**src/rtl/alu_seq_pkg.sv**
```systemverilog
// ALU operation sequencer: shared opcodes, FSM states and helpers.
// Optional statistics counters are built when ALU_SEQ_STATS_EN is defined.
package alu_seq_pkg;

  localparam logic [4:0] OP_ADD  = 5'd0;
  localparam logic [4:0] OP_SUB  = 5'd1;
  localparam logic [4:0] OP_MUL  = 5'd2;
  localparam logic [4:0] OP_DIV  = 5'd3;
  localparam logic [4:0] OP_AND  = 5'd4;
  localparam logic [4:0] OP_OR   = 5'd5;
  localparam logic [4:0] OP_SHL  = 5'd6;
  localparam logic [4:0] OP_SHR  = 5'd7;
  localparam logic [4:0] OP_ROL  = 5'd8;
  localparam logic [4:0] OP_ROR  = 5'd9;
  localparam logic [4:0] OP_NOT  = 5'd10;
  localparam logic [4:0] OP_XOR  = 5'd11;
  localparam logic [4:0] OP_NOR  = 5'd12;
  localparam logic [4:0] OP_NAND = 5'd13;
  localparam logic [4:0] OP_LAST = 5'd13;

  typedef enum logic [1:0] {
    IDLE = 2'd0,
    WAIT = 2'd1,
    RESP = 2'd2
  } state_t;

  function automatic logic is_muldiv(
    input logic [4:0] op
  );
    return (op == OP_MUL) || (op == OP_DIV);
  endfunction

endpackage

```
**src/rtl/alu_seq_timer.sv**
```systemverilog
// Loadable 4-bit down-counter; expire flags the last wait cycle.
// Counting stops at zero.
module alu_seq_timer
  import alu_seq_pkg::*;
(
  input  logic       clock,
  input  logic       reset,
  input  logic       load,
  input  logic [3:0] load_val,
  output logic [3:0] value,
  output logic       expire
);

  always_ff @(posedge clock or posedge reset) begin
    if (reset) begin
      value <= 4'd0;
    end else if (load) begin
      value <= load_val;
    end else if (value != 4'd0) begin
      value <= value - 4'd1;
    end
  end

  assign expire = (value == 4'd1);

endmodule

```
**src/rtl/alu_op_sequencer.sv**
```systemverilog
// Sequences one ALU operation at a time, holding operands until capture.
// Define ALU_SEQ_STATS_EN to add stat_ops / stat_errs counters.
module alu_op_sequencer
  import alu_seq_pkg::*;
#(
  parameter int DATA_W      = 32,
  parameter int MULDIV_WAIT = 4,
  parameter int SIMPLE_WAIT = 1
) (
  input  logic                clock,
  input  logic                reset,
  input  logic                req_valid,
  output logic                req_ready,
  input  logic [4:0]          req_op,
  input  logic [DATA_W-1:0]   req_a,
  input  logic [DATA_W-1:0]   req_b,
  output logic [DATA_W-1:0]   alu_a,
  output logic [DATA_W-1:0]   alu_b,
  output logic [4:0]          alu_sel,
  input  logic [2*DATA_W-1:0] alu_out,
  output logic                rsp_valid,
  input  logic                rsp_ready,
  output logic [DATA_W-1:0]   z_hi,
  output logic [DATA_W-1:0]   z_lo,
`ifdef ALU_SEQ_STATS_EN
  output logic [15:0]         stat_ops,
  output logic [15:0]         stat_errs,
`endif
  output logic                rsp_err
);

  localparam logic [3:0] MD_WAIT = 4'(MULDIV_WAIT);
  localparam logic [3:0] SM_WAIT = 4'(SIMPLE_WAIT);

  state_t     state;
  logic       accept;
  logic       bad_op;
  logic       err_pend;
  logic [3:0] wait_val;
  logic [3:0] tmr_value;
  logic       tmr_expire;

  assign req_ready = (state == IDLE);
  assign accept    = req_valid & req_ready;

  assign bad_op = (req_op > OP_LAST) ||
                  ((req_op == OP_DIV) &&
                   (req_b == '0));

  // Errors take one wait cycle so every response lands at T+N.
  always_comb begin
    wait_val = SM_WAIT;
    if (bad_op)
      wait_val = 4'd1;
    else if (is_muldiv(req_op))
      wait_val = MD_WAIT;
  end

  alu_seq_timer u_timer (
    .clock    (clock),
    .reset    (reset),
    .load     (accept),
    .load_val (wait_val),
    .value    (tmr_value),
    .expire   (tmr_expire)
  );

  always_ff @(posedge clock or posedge reset) begin
    if (reset) begin
      state     <= IDLE;
      alu_a     <= '0;
      alu_b     <= '0;
      alu_sel   <= '0;
      z_hi      <= '0;
      z_lo      <= '0;
      rsp_valid <= 1'b0;
      rsp_err   <= 1'b0;
      err_pend  <= 1'b0;
    end else begin
      unique case (state)
        IDLE: begin
          if (req_valid) begin
            alu_a    <= req_a;
            alu_b    <= req_b;
            alu_sel  <= req_op;
            err_pend <= bad_op;
            state    <= WAIT;
          end
        end
        WAIT: begin
          // A zero count cannot occur; it only guards against a stuck WAIT.
          if (tmr_expire || tmr_value == 4'd0) begin
            state     <= RESP;
            rsp_valid <= 1'b1;
            rsp_err   <= err_pend;
            if (err_pend) begin
              z_hi <= '0;
              z_lo <= '0;
            end else begin
              z_hi <= alu_out[2*DATA_W-1:DATA_W];
              z_lo <= alu_out[DATA_W-1:0];
            end
          end
        end
        RESP: begin
          if (rsp_ready) begin
            rsp_valid <= 1'b0;
            state     <= IDLE;
          end
        end
        default: state <= IDLE;
      endcase
    end
  end

`ifdef ALU_SEQ_STATS_EN
  always_ff @(posedge clock or posedge reset) begin
    if (reset) begin
      stat_ops  <= 16'd0;
      stat_errs <= 16'd0;
    end else if (rsp_valid && rsp_ready) begin
      stat_ops <= stat_ops + 16'd1;
      if (rsp_err)
        stat_errs <= stat_errs + 16'd1;
    end
  end
`endif

endmodule

```
**config.mk**
```make
export PLATFORM = sky130hd
export DESIGN_NAME = alu_op_sequencer
export DESIGN_NICKNAME = d
export VERILOG_FILES = /design/src/rtl/alu_seq_pkg.sv /design/src/rtl/alu_seq_timer.sv /design/src/rtl/alu_op_sequencer.sv
export SDC_FILE = /design/constraint.sdc
export NUM_CORES = 1
export LEC_CHECK = 0
export CAP_MARGIN = 10
export CORE_MARGIN = 1
export CORE_UTILIZATION = 42
export DETAILED_ROUTE_END_ITERATION = 10
export GPL_TIMING_DRIVEN = 0
export PLACE_DENSITY = 0.79
export SLEW_MARGIN = 20
export SYNTH_ARGS = -nofsm -noshare
export SYNTH_HDL_FRONTEND = slang
export SYNTH_SLANG_ARGS = --single-unit
```
**constraint.sdc**
```tcl
create_clock -name clock -period 6.1 [get_ports clock]
set_clock_uncertainty 0.1 [all_clocks]
set_input_delay 1.22 -clock clock [delete_from_list [all_inputs] [get_ports clock]]
set_output_delay 1.22 -clock clock [all_outputs]
set_load 0.05 [all_outputs]
```
# Word-level counts from Yosys, hierarchy flattened
# Index checks and enable logic that the tools add are counted.
# Widths: inputs -> output; s select.
dict set report classes {
  n_mux 13
  n_bitwise 1
  addsub 1
  reduce_logical 14
  order_cmp 1
  n_eq_ne 8
}
# cell n
set op_table {}
lappend op_table {{$mux 32} 2}
lappend op_table {{$logic_not 32->1} 1}
lappend op_table {{$eq 5x2->1 const B} 2}
lappend op_table {{$mux 4} 2}
lappend op_table {{$mux 2} 3}
lappend op_table {{$mux 3} 2}
lappend op_table {{$ne 2x2->1 const B} 3}
lappend op_table {{$pmux 2 s3} 1}
lappend op_table {{$reduce_and 3->1} 2}
lappend op_table {{$gt 5x4->1 const B} 1}
lappend op_table {{$eq 4x1->1 const B} 1}
lappend op_table {{$logic_not 4->1} 1}
lappend op_table {{$reduce_and 2->1} 2}
lappend op_table {{$reduce_bool 2->1} 2}
lappend op_table {{$reduce_bool 4->1} 1}
lappend op_table {{$sub 4x1->4 const B} 1}
lappend op_table {{$logic_or 1x1->1} 3}
lappend op_table {{$eq 2x1->1 const B} 1}
lappend op_table {{$eq 2x2->1 const B} 1}
lappend op_table {{$logic_not 2->1} 1}
lappend op_table {{$mux 1} 2}
lappend op_table {{$pmux 1 s2} 1}
lappend op_table {{$and 1x1->1} 1}
lappend op_table {{$logic_and 1x1->1} 1}
dict set report totals {
  elab_cells 48
  regBits 142
  out_inout_bits 136
}

# Longest topological paths before layout
# Gate-level depths: netlist (run 1).
dict set report logic_depth {
  ltp_word 5
  depth_mapped 8
  mapped_depth_nobuf 6
}

# Hierarchy
# From an unflattened synthesis (run 1), not the netlist that was laid out.
dict set report hier_totals {
  hier_cells 489
  area_unflattened_um2 5870.6
}
# mod seq_area_each_um2 area_per_inst_um2 cells_each instances
set modules_own_cells {}
lappend modules_own_cells {alu_op_sequencer 3453.3 5604.1 463 1}
lappend modules_own_cells {alu_seq_timer 100.1 266.5 26 1}

# Least setup slack after synthesis (run 1)
# OpenSTA, ideal clock, no wires.
dict set report synth_timing {
  kind {register to output}
  startpoint {register state[0]}
  endpoint {output port req_ready}
  arrival_time_ps 1100
  path_slack_ps 3680
  required_ps 4780
  stages_incl_launch_ff 2
  n_path_buf 0
  path_cell_list {dfrtp_1 -> nor2_1}
}
dict set report synth_via {
  elab_chain_len 1
}
# element line
set synth_rtl {}
lappend synth_rtl {{from (decl)} alu_op_sequencer.sv:35} ;# state_t state;
lappend synth_rtl {{from (signal assigned)} alu_op_sequencer.sv:70} ;# state <= IDLE;
lappend synth_rtl {{from (signal assigned)} alu_op_sequencer.sv:87} ;# state <= WAIT;
lappend synth_rtl {{from (signal assigned)} alu_op_sequencer.sv:93} ;# state <= RESP;
lappend synth_rtl {{$logic_not 2->1} alu_op_sequencer.sv:43} ;# assign req_ready = (state == IDLE);
lappend synth_rtl {{to (decl)} alu_op_sequencer.sv:13} ;# output logic req_ready,
# Every way passes these cells.

# Final worst setup path (run 1)
# Ends and elaborated chain as after synthesis.

==> impl_results.md, run 1 <==
- Fraction of power consumed by combinational cells: a little under three fifths
- Estimated wirelength of the detail-placed design: ~12000 um
- Final Wtd Congestion: between 0.7 and 0.8
- Cell internal power dissipation: roughly 3.5 mW
- Number of enable flip-flop cells after synthesis: 0
- TritonCTS clock tree: built
- Pwr per Cell Area: roughly 660 nW/um^2
- Clock slew at the register clock pins of the worst setup and hold paths: 60 ps
- Proportion of power drawn by flip-flops and latches: around a quarter
- Fin crit share: between 50% and 60%
- Layer with the highest usage: met2
- Power spent charging and discharging nets: ~2.8 mW
- Clock latency on the worst-skew pair: a little over 400 ps
- Largest fanout on the critical path: 7
- Signal arrival time at the worst endpoint: 1810 ps
- Post-CTS Hold Buffers: 0
- Core footprint: about 14000 sq um
- Type of the worst min-delay path: reg -> reg
- Number of flip-flops and latches in the synthesized netlist: roughly 140
- Vias in the first global route: approximately 4700
- Sequential area share after synthesis: 59.8%
- Drt total wl: between 15000 and 20000 um
- Fmax achieved: ~0.32 GHz
- Iteration count of the initial detailed-routing pass: 4
- Die Outline Area: about 15000 sq um
- Total Nets Final: around 850
- DRC violation total after the first TritonRoute iteration: 91
- Setup Total Neg Slack: 0 ps
- Slew Limit Fails: 0
- Residual DRC: 0
- Height of the chip: 121 um
- Worst relative slew slack: about 62%
- Number of cells in the design after placement: 869
- Grt met1 use: 22.7%
- Setup repair after global routing missed its margin: no
- Post-DRT Antenna Nets: 0
- I/O pin total: 273
- Endpoint kind of the worst setup timing path: primary output
- Root buffer cell: sky130_fd_sc_hd__clkbuf_16
- Largest net degree at the start of global routing: 93
- Max-cap viol count: 0
- Non-Filler Instances: about 900
- Cell area after synthesis: between 5000 and 6000 sq um
- Netlist cell types: 33
- Launching point of the worst reg2reg path: u_timer.value[0]$_DFFE_PP0P_
- Critical path class: reg -> out
- Main synth FF type: sky130_fd_sc_hd__dfrtp_1
- Total overflow reported by the global router: 0
- Synth Instances: between 400 and 500
- Port bufs: between 200 and 300
- Antenna violations before repair: 0
- Leading cell type in the layout, fill and taps excluded: sky130_fd_sc_hd__clkdlybuf4s50_1
- Source of the critical timing path: state[0]$_DFFE_PP0P_
- Global-route track usage on met2: between 30% and 40%
- Number of H-tree levels: 4
- Effective utilization at floorplan: ~43%
- Data required, critical path: approximately 4800 ps
- Min cycle time layout: about 3100 ps
- Share of power burned in the clock network: between 10% and 20%
- Post-cts repair resize count: 0
- Via total after detailed routing: 4356
- Buffers inserted during post-CTS setup optimization: 0
- Summed area of non-filler cells in the final layout: 9580 sq um
- Setup slack at placement: ~2900 ps
- Vias per std cell: roughly 4.8
- Number of antenna diodes: 0
- Number of synthesis warnings: 0
- CTS Sinks: around 140
- Run status: completed
- Average cell area after synthesis: roughly 14 sq um
- Global-route wire length before repair: approximately 24000 um
- Highest-count cells in the layout ignoring fill and taps: sky130_fd_sc_hd__clkdlybuf4s50_1 (272), sky130_fd_sc_hd__dfrtp_1 (142), sky130_fd_sc_hd__mux2_2 (95)
- Total of endpoints with negative setup slack in the final report: 0
- Area after DPL: just under 9000 sq um
- Overall routing resource usage: between 20% and 30%
- Final Hold Fails: 0
- Hold path startpoint: z_lo[12]$_DFFE_PP0P_
- Post-DR wirelength/cell: ~17 um
- Placement Rows: 43
- Ys async rst share: 100%
- Layout cells sized above 1: 20.7%
- Total leakage power: just over 4 nW
- Synthesized netlist net count: approximately 560
- Global-route track usage on met3: under 10%
- Least-Margin Pin Slew: 565 ps
- Max Buffers Root-to-Sink: 2
- Net Sw Frac: between 40% and 50%
- Num CTS Buffers: 17
- Startpoint types: flip-flop
- Fin worst setup slack: 2970 ps
- Width of the chip: between 100 and 150 um
- Area growth syn-to-layout: 61.2%
- Peak supply drop: roughly 0.46 mV
## path summary, 6_finish.rpt
check / slack, ps / to / cells past startpoint
min in group asynchronous: 1100 / z_hi[5]$_DFFE_PP0P_ / 2
hold reg to reg: 390 / z_lo[12]$_DFFE_PP0P_ / 1
max in group asynchronous: 4030 / alu_b[2]$_DFFE_PP0P_ / 3
setup reg to reg: 3920 / z_lo[18]$_DFFE_PP0P_ / 8
hold / removal: 390 / z_lo[12]$_DFFE_PP0P_ / 1
setup / recovery: 2970 / req_ready / 2
## sequential cells by signal (all words and copies together), names as in the netlist
register	count
alu_a	32
alu_b	32
z_hi	32
z_lo	32
alu_sel	5
u_timer.value	4
state	2
err_pend	1
rsp_err	1
rsp_valid	1
## layout make-up
type | count | area (sq um)
fillers | 977 | 4250
multi-input cells | 248 | 2230
flip-flops and latches | 142 | 3550
repair buffers | 273 | 2750
clock inverters | 14 | 216
inverters | 4 | 22.5
clock buffers | 18 | 439
plain buffers | 22 | 143
well taps | 180 | 225
## worst max-delay path: stages, from the launching register on
cell                              delay, ps
sky130_fd_sc_hd__dfrtp_1                440
sky130_fd_sc_hd__nor2_1                 120
sky130_fd_sc_hd__clkdlybuf4s50_1        830
## stage by stage
stage / hold slack [ps] / utilization [%] / power (mW)
after floorplan: 408 / - / 3.97
final: 387 / 69.3 / 6.28
after global routing: 400 / 69.3 / 6.57
after global placement: 366 / 64.3 / 5.10
after detailed placement: 377 / 64.5 / 5.19
after CTS: 388 / 69.3 / 6.35
## cell families (layout without fill, tap and decap cells)
kind of cell / Yosys count / in the layout / synth area share, %
buffers and inverters: 26 / 331 / 2.65
flip-flops: 142 / 142 / 59.8
XOR/XNOR: 1 / 1 / 0.147
AND/OR/NAND/NOR: 98 / 98 / 10.0
multiplexers: 135 / 135 / 25.6
adder cells (fa/ha/maj): 3 / 3 / 0.632
AO/OA/AOI/OAI: 11 / 11 / 1.20
## cells in the mapped netlist (2+ instances only)
cell type / instances / share of area [%]
sky130_fd_sc_hd__dfrtp_1: 142 / 60
sky130_fd_sc_hd__mux2_2: 95 / 18
sky130_fd_sc_hd__nor2b_1: 64 / 6.7
sky130_fd_sc_hd__mux2_1: 39 / 7.4
sky130_fd_sc_hd__nor2_1: 10 / 0.63
sky130_fd_sc_hd__clkbuf_1: 7 / 0.44
sky130_fd_sc_hd__buf_2: 6 / 0.51
sky130_fd_sc_hd__nor4_1: 6 / 0.63
sky130_fd_sc_hd__buf_6: 5 / 0.95
sky130_fd_sc_hd__buf_4: 4 / 0.51
sky130_fd_sc_hd__inv_1: 4 / 0.25
sky130_fd_sc_hd__nand2_1: 4 / 0.25
sky130_fd_sc_hd__nor3_1: 4 / 0.34
sky130_fd_sc_hd__a21oi_1: 3 / 0.25
sky130_fd_sc_hd__ha_1: 3 / 0.63
sky130_fd_sc_hd__a211oi_1: 2 / 0.25
sky130_fd_sc_hd__o21ai_0: 2 / 0.17
## power by group through the flow
stage	Combinational, mW	Sequential, mW	Clock, mW
after floorplan	0.849	3.12	0
after global placement	3.48	1.62	0
after detailed placement	3.53	1.65	0
after CTS	3.55	1.65	1.15
after global routing	3.67	1.70	1.20
final	3.51	1.64	1.13
## layer usage
layer	wire [um]	vias to the layer above
met3	1710	20
met2	7870	197
met1	5710	2122
met5	0	-
met4	245	0
li1	-	2017
(Power assumes the default switching activity.)
==> run 2, diff against run 1 <==
clock period = 3.25 ns   (was 6.1 ns; I/O delays follow)
==> impl_results.md, run 2 (synthesis results as in run 1) <==
- Drt total wl: 15900 um (+2.4%)
- Final Wtd Congestion: 0.738 (+0.81%)
- I/O pin total: 273 (unchanged)
- Post-DRT Antenna Nets: 0 (unchanged)
- Total of endpoints with negative setup slack in the final report: 0 (unchanged)
- Fin crit share: between 70% and 80%
- Clock latency on the worst-skew pair: 410 ps (about the same)
- Startpoint types: flip-flop
- Number of cells in the design after placement: 872 (+0.35%)
- Vias in the first global route: 4906 (+5.2%)
- Post-CTS Hold Buffers: 0 (unchanged)
- Max-cap viol count: 0 (unchanged)
- End-of-flow core utilization: 68.6% (-0.69 points)
- Overall routing resource usage: 22.9% (+1.2 points)
- Port bufs: 272 (unchanged)
- Highest-count cells in the layout ignoring fill and taps: sky130_fd_sc_hd__clkdlybuf4s50_1 (272), sky130_fd_sc_hd__dfrtp_1 (142), sky130_fd_sc_hd__mux2_2 (95)
- Fin worst setup slack: 678 ps (-2300 ps)
- Top Family by Delay on Critical Path: buffers and inverters
- Layout cells sized above 1: 20.1% (-0.61 points)
- Root buffer cell: sky130_fd_sc_hd__clkbuf_16
- Width of the chip: 121 um (unchanged)
- Global-route wire length before repair: 25200 um (+5.3%)
- Layer with the highest usage: met2
- Height of the chip: 121 um (unchanged)
- TritonCTS clock tree: built
- Type of the worst min-delay path: reg -> reg
- Worst path bufs/invs: 1 (unchanged)
- DRC violation total after the first TritonRoute iteration: 101 (+11%)
- Residual DRC: 0 (unchanged)
- Global-route track usage on met3: 9.68% (-0.14 points)
- Number of H-tree levels: 4 (unchanged)
- Total Nets Final: 851 (+0.35%)
- Setup slack at placement: 518 ps (-2350 ps)
- Number of antenna diodes: 0 (unchanged)
- Number of fill cells in the layout: 982 (+0.51%)
- Peak supply drop: 0.727 mV (+58%)
- Run status: completed
- Min cycle time layout: 2570 ps
- Grt met1 use: 24.2% (+1.5 points)
- Clock slew at the register clock pins of the worst setup and hold paths: 50 ps (about the same)
- Post-DR wirelength/cell: 17.7 um (+2.7%)
- Total overflow reported by the global router: 0 (unchanged)
- Effective utilization at floorplan: 43.0% (unchanged)
- Num CTS Buffers: 17 (unchanged)
- Via total after detailed routing: 4422 (+1.5%)
- Placement Rows: 43 (unchanged)
- Least-Margin Pin Slew: 605 ps (+40.0 ps)
- Estimated wirelength of the detail-placed design: 12400 um (+5.3%)
- Buffers inserted during post-CTS setup optimization: 0 (unchanged)
- Vias per std cell: 4.92 (+1.9%)
- Final Hold Fails: 0 (unchanged)
- Largest fanout on the critical path: 7 (unchanged)
- Sequence of cells on the critical path: nor2_1, clkdlybuf4s50_1
- Largest net degree at the start of global routing: 35 (-62%)
- Data required, critical path: 2500 ps (-2280 ps)
- Core footprint: 13800 sq um (unchanged)
- Pwr per Cell Area: 1200 nW/um^2 (+83%)
- Setup Total Neg Slack: 0 ps (unchanged)
- Fmax achieved: 0.389 GHz
- CTS Sinks: 142 (unchanged)
- Global-route track usage on met2: 40.5% (+3.0 points)
- Leading cell type in the layout, fill and taps excluded: sky130_fd_sc_hd__clkdlybuf4s50_1
- Slowest-stage cell, CP: sky130_fd_sc_hd__clkdlybuf4s50_1
- Iteration count of the initial detailed-routing pass: 4 (unchanged)
- Area growth syn-to-layout: 59.6%
- Endpoint kind of the worst setup timing path: primary output
- Setup repair after global routing missed its margin: no
- Worst relative slew slack: 59.6% (-2.6 points)
- Post-cts repair resize count: 0 (unchanged)
- Signal arrival time at the worst endpoint: 1820 ps (about the same)
- Antenna violations before repair: 0 (unchanged)
- Max Buffers Root-to-Sink: 2 (unchanged)
- Critical path class: reg -> out
- Slew Limit Fails: 0 (unchanged)
- Total leakage power: 4.04 nW (-1.1%)
- Die Outline Area: 14600 sq um (unchanged)
- Non-Filler Instances: 898 (-0.33%)
- Max stage delay on crit path: 830 ps (about the same)
[run 2: cell types whose count changed in the layout (fill, tap and decap cells not counted), sizes merged]
cell    delta
buf        +3
bufinv     -5
clkbuf     +6
clkinv     -6
inv        -1
[run 2: final timing paths]
kind / depth (start not counted) / to / startpoint / slack, ps
worst max-delay path: 2 / req_ready / state[0]$_DFFE_PP0P_ / 680
worst min-delay path: 1 / z_lo[4]$_DFFE_PP0P_ / z_lo[4]$_DFFE_PP0P_ / 380
worst max register to register: 8 / z_lo[16]$_DFFE_PP0P_ / u_timer.value[0]$_DFFE_PP0P_ / 1080
worst min register to register: 1 / z_lo[4]$_DFFE_PP0P_ / z_lo[4]$_DFFE_PP0P_ / 380
max in group asynchronous: 4 / z_lo[12]$_DFFE_PP0P_ / reset / 1710
min in group asynchronous: 2 / alu_a[23]$_DFFE_PP0P_ / reset / 560
[run 2: routing by layer]
metal / vias up / share of wire (%)
met1: 2172 / 36
met2: 207 / 52
met5: - / 0
li1: 2023 / -
met4: 0 / 1.6
met3: 20 / 11
[run 2: power by group]
part	internal, mW	switching (mW)	total (mW)
Sequential	2.62	0.469	3.09
Clock	1.05	0.668	1.71
Combinational	2.49	4.12	6.61
Total	6.16	5.26	11.4
[run 2: layout make-up]
class	instances	area (sq um)	area share, %
Clock inverter	2	10.0	0.106
Timing Repair Buffer	276	2800	29.5
Tap cell	180	225	2.37
Inverter	4	18.8	0.198
Buffer	22	143	1.50
Clock buffer	24	502	5.29
Multi-Input combinational cell	248	2230	23.5
Sequential cell	142	3550	37.5
[run 2: metrics by stage]
step                      hold WS [ps]  cell area (sq um)  total power, mW
after CTS                          386               9490             11.5
after global placement             367               8890             9.57
final                              382               9490             11.4
after floorplan                    408               5950             7.44
after global routing               400               9490             11.9
after detailed placement           374               8970             9.75
==> RTL edit (settings of run 1) <==
Set the parameter `DATA_W` to 16 (it was 32).
--- a/src/rtl/alu_op_sequencer.sv
+++ b/src/rtl/alu_op_sequencer.sv
@@ -3,7 +3,7 @@
 module alu_op_sequencer
   import alu_seq_pkg::*;
 #(
-  parameter int DATA_W      = 32,
+  parameter int DATA_W      = 16,
   parameter int MULDIV_WAIT = 4,
   parameter int SIMPLE_WAIT = 1
 ) (
Interface: changed (7 resized); port bits go from 273 to 145. No check against the original RTL was run, so the function may have changed too.
==> RTL edit against run 1 <==
  * Combinational power decreased by 42%
  * Design area decreased by 45%
  * Wire length decreased by 48%
  * Global-route usage decreased by 2.1 points
  * Worst setup slack improved by 8.6 ps
  * Maximum frequency increased by 0.28%
  * Total power decreased by 47%
  * Area after synthesis decreased by 41%
  * Sequential cell count decreased by 64
  * Critical path depth increased by 1
  * Critical path type unchanged
  * Largest cell class unchanged
==> RTL edit: results <==
[yosys]
ys.flop_type = "dfrtp_1"
synth.area.top_cells = "dfrtp_1 (56%), mux2_2 (13%), mux2_4 (13%)"
yosysSeqAreaShare_pct = 56.1
synth_nets = 317
ys_types = 33
synth_commonest_cells = "dfrtp_1 (78), mux2_2 (39), nor2b_1 (32)"
synth_compound_area_share_pct = 1.76
muxShareOfSynthArea_pct = 26.1
synth-xor-area-share_pct = 0.252
async_flop_share_pct = 100
yosysWarnings = 0
synthAdderAreaFrac_pct = 1.08

[setup_path]
reg2reg_slack_ps = 4120
r2r_cells = 8
r2r-end = "z_lo[5]$_DFFE_PP0P_"
critPathMaxFanout = 7
crit_arrival_ps = 1800
timing.rr.start = "u_timer.value[0]$_DFFE_PP0P_"

[placement]
gp_congestion = 0.759
port_buffers = 144
place.detailed.hpwl_mm = 5.91

[detailed_routing]
drtPass1Iterations = 4
wl_mm = 8.03
drt_iter0_drc = 24
routed-via-count = 2444

[grt]
grt_pass1_vias = 2635
grt_use_total_pct = 19.6
grt_pass1_wl_mm = 13.0
grt_max_degree = 52
antenna_found_initial = 0

[hold_path]
min_path_type = "reg -> reg"
whs_path_depth = 1
whs_endpoint = "alu_sel[3]$_DFFE_PP0P_"
hp-start = "alu_sel[3]$_DFFE_PP0P_"

[sta]
worst_pin_slew_ps = 540
hold_violations = 0
holdWs_ps = 397

[cts]
cts-root-buf = "clkbuf_8"
post-cts-setup-buffers = 0
htreeDepth = 3
path_clk_slew_ps = 80
clock_insertion_delay_worst_skew_ps = 340
cts_made_buffers = 9
cts_resized = 0
max-clock-path-buffers = 2

[pwr]
cellLeakagePower_nw = 2.23
switchingPower_mw = 1.53
ir_drop_mv = 0.321

[final_layout]
nFillCells = 587
num_antenna_cells = 0
drive_gt1_share_pct = 24.1
nNetsFinal = 473

[outcome]
outcome = "finished, final reports clean"
## RTL edit: kinds of logic after synthesis
| kind of cell | Yosys count |
|---|---|
| AO/OA/AOI/OAI | 10 |
| XOR/XNOR | 1 |
| adder cells (fa/ha/maj) | 3 |
| buffers and inverters | 16 |
| flip-flops | 78 |
| multiplexers | 71 |
| AND/OR/NAND/NOR | 62 |
## RTL edit: final cells by class
class                   count  area [µm²]  area share (%)
well taps                 102         128            2.42
plain buffers              12         118            2.23
repair buffers            145        1470            27.8
multi-input cells         147        1390            26.4
clock buffers              11         141            2.68
inverters                   4        17.5           0.332
clock inverters             5        58.8            1.11
flip-flops and latches     78        1950            37.0
## RTL edit: worst max path at each step
stage	from	endpoint	slack, ps	cells past startpoint
final	state[0]$_DFFE_PP0P_	req_ready	2980	3
after CTS	state[0]$_DFFE_PP0P_	req_ready	2950	3
after global routing	state[0]$_DFFE_PP0P_	req_ready	2900	3
after floorplan	reset	alu_a[0]$_DFFE_PP0P_	2780	1
after global placement	reset	alu_a[0]$_DFFE_PP0P_	1480	2
after detailed placement	req_valid	alu_a[9]$_DFFE_PP0P_	3110	4
## RTL edit: critical path, stage by stage (launching register included)
cell	delay, ps
dfrtp_1	370
clkbuf_2	170
nor2_1	110
clkdlybuf4s50_1	810
## RTL edit: routing by layer
metal / up-vias / wire length [µm] / global-route usage (%)
li1: 1147 / - / -
met1: 1176 / 3420 / 24.4
met2: 108 / 3750 / 31.3
met3: 13 / 728 / 7.07
met4: 0 / 129 / 7.18
met5: - / 0 / 0
## RTL edit: per-stage QoR
stage	setup slack, ps	std cells	area, µm²	utilization, %
final	2980	504	5280	67.2
after global routing	2900	504	5280	67.2
after CTS	2950	504	5280	67.2
after detailed placement	3110	488	5080	64.7
after global placement	1480	487	5050	64.3
after floorplan	2780	241	3480	-
## RTL edit: power groups by stage
| stage | registers [mW] | logic [mW] | clock network [mW] |
|---|---|---|---|
| 2_1_floorplan | 1.69 | 0.622 | 0 |
| 3_3_place_gp | 0.900 | 2.01 | 0 |
| 3_5_place_dp | 0.918 | 2.04 | 0 |
| 4_1_cts | 0.910 | 2.05 | 0.400 |
| 5_1_grt | 0.942 | 2.12 | 0.422 |
| 6_report | 0.909 | 2.03 | 0.387 |
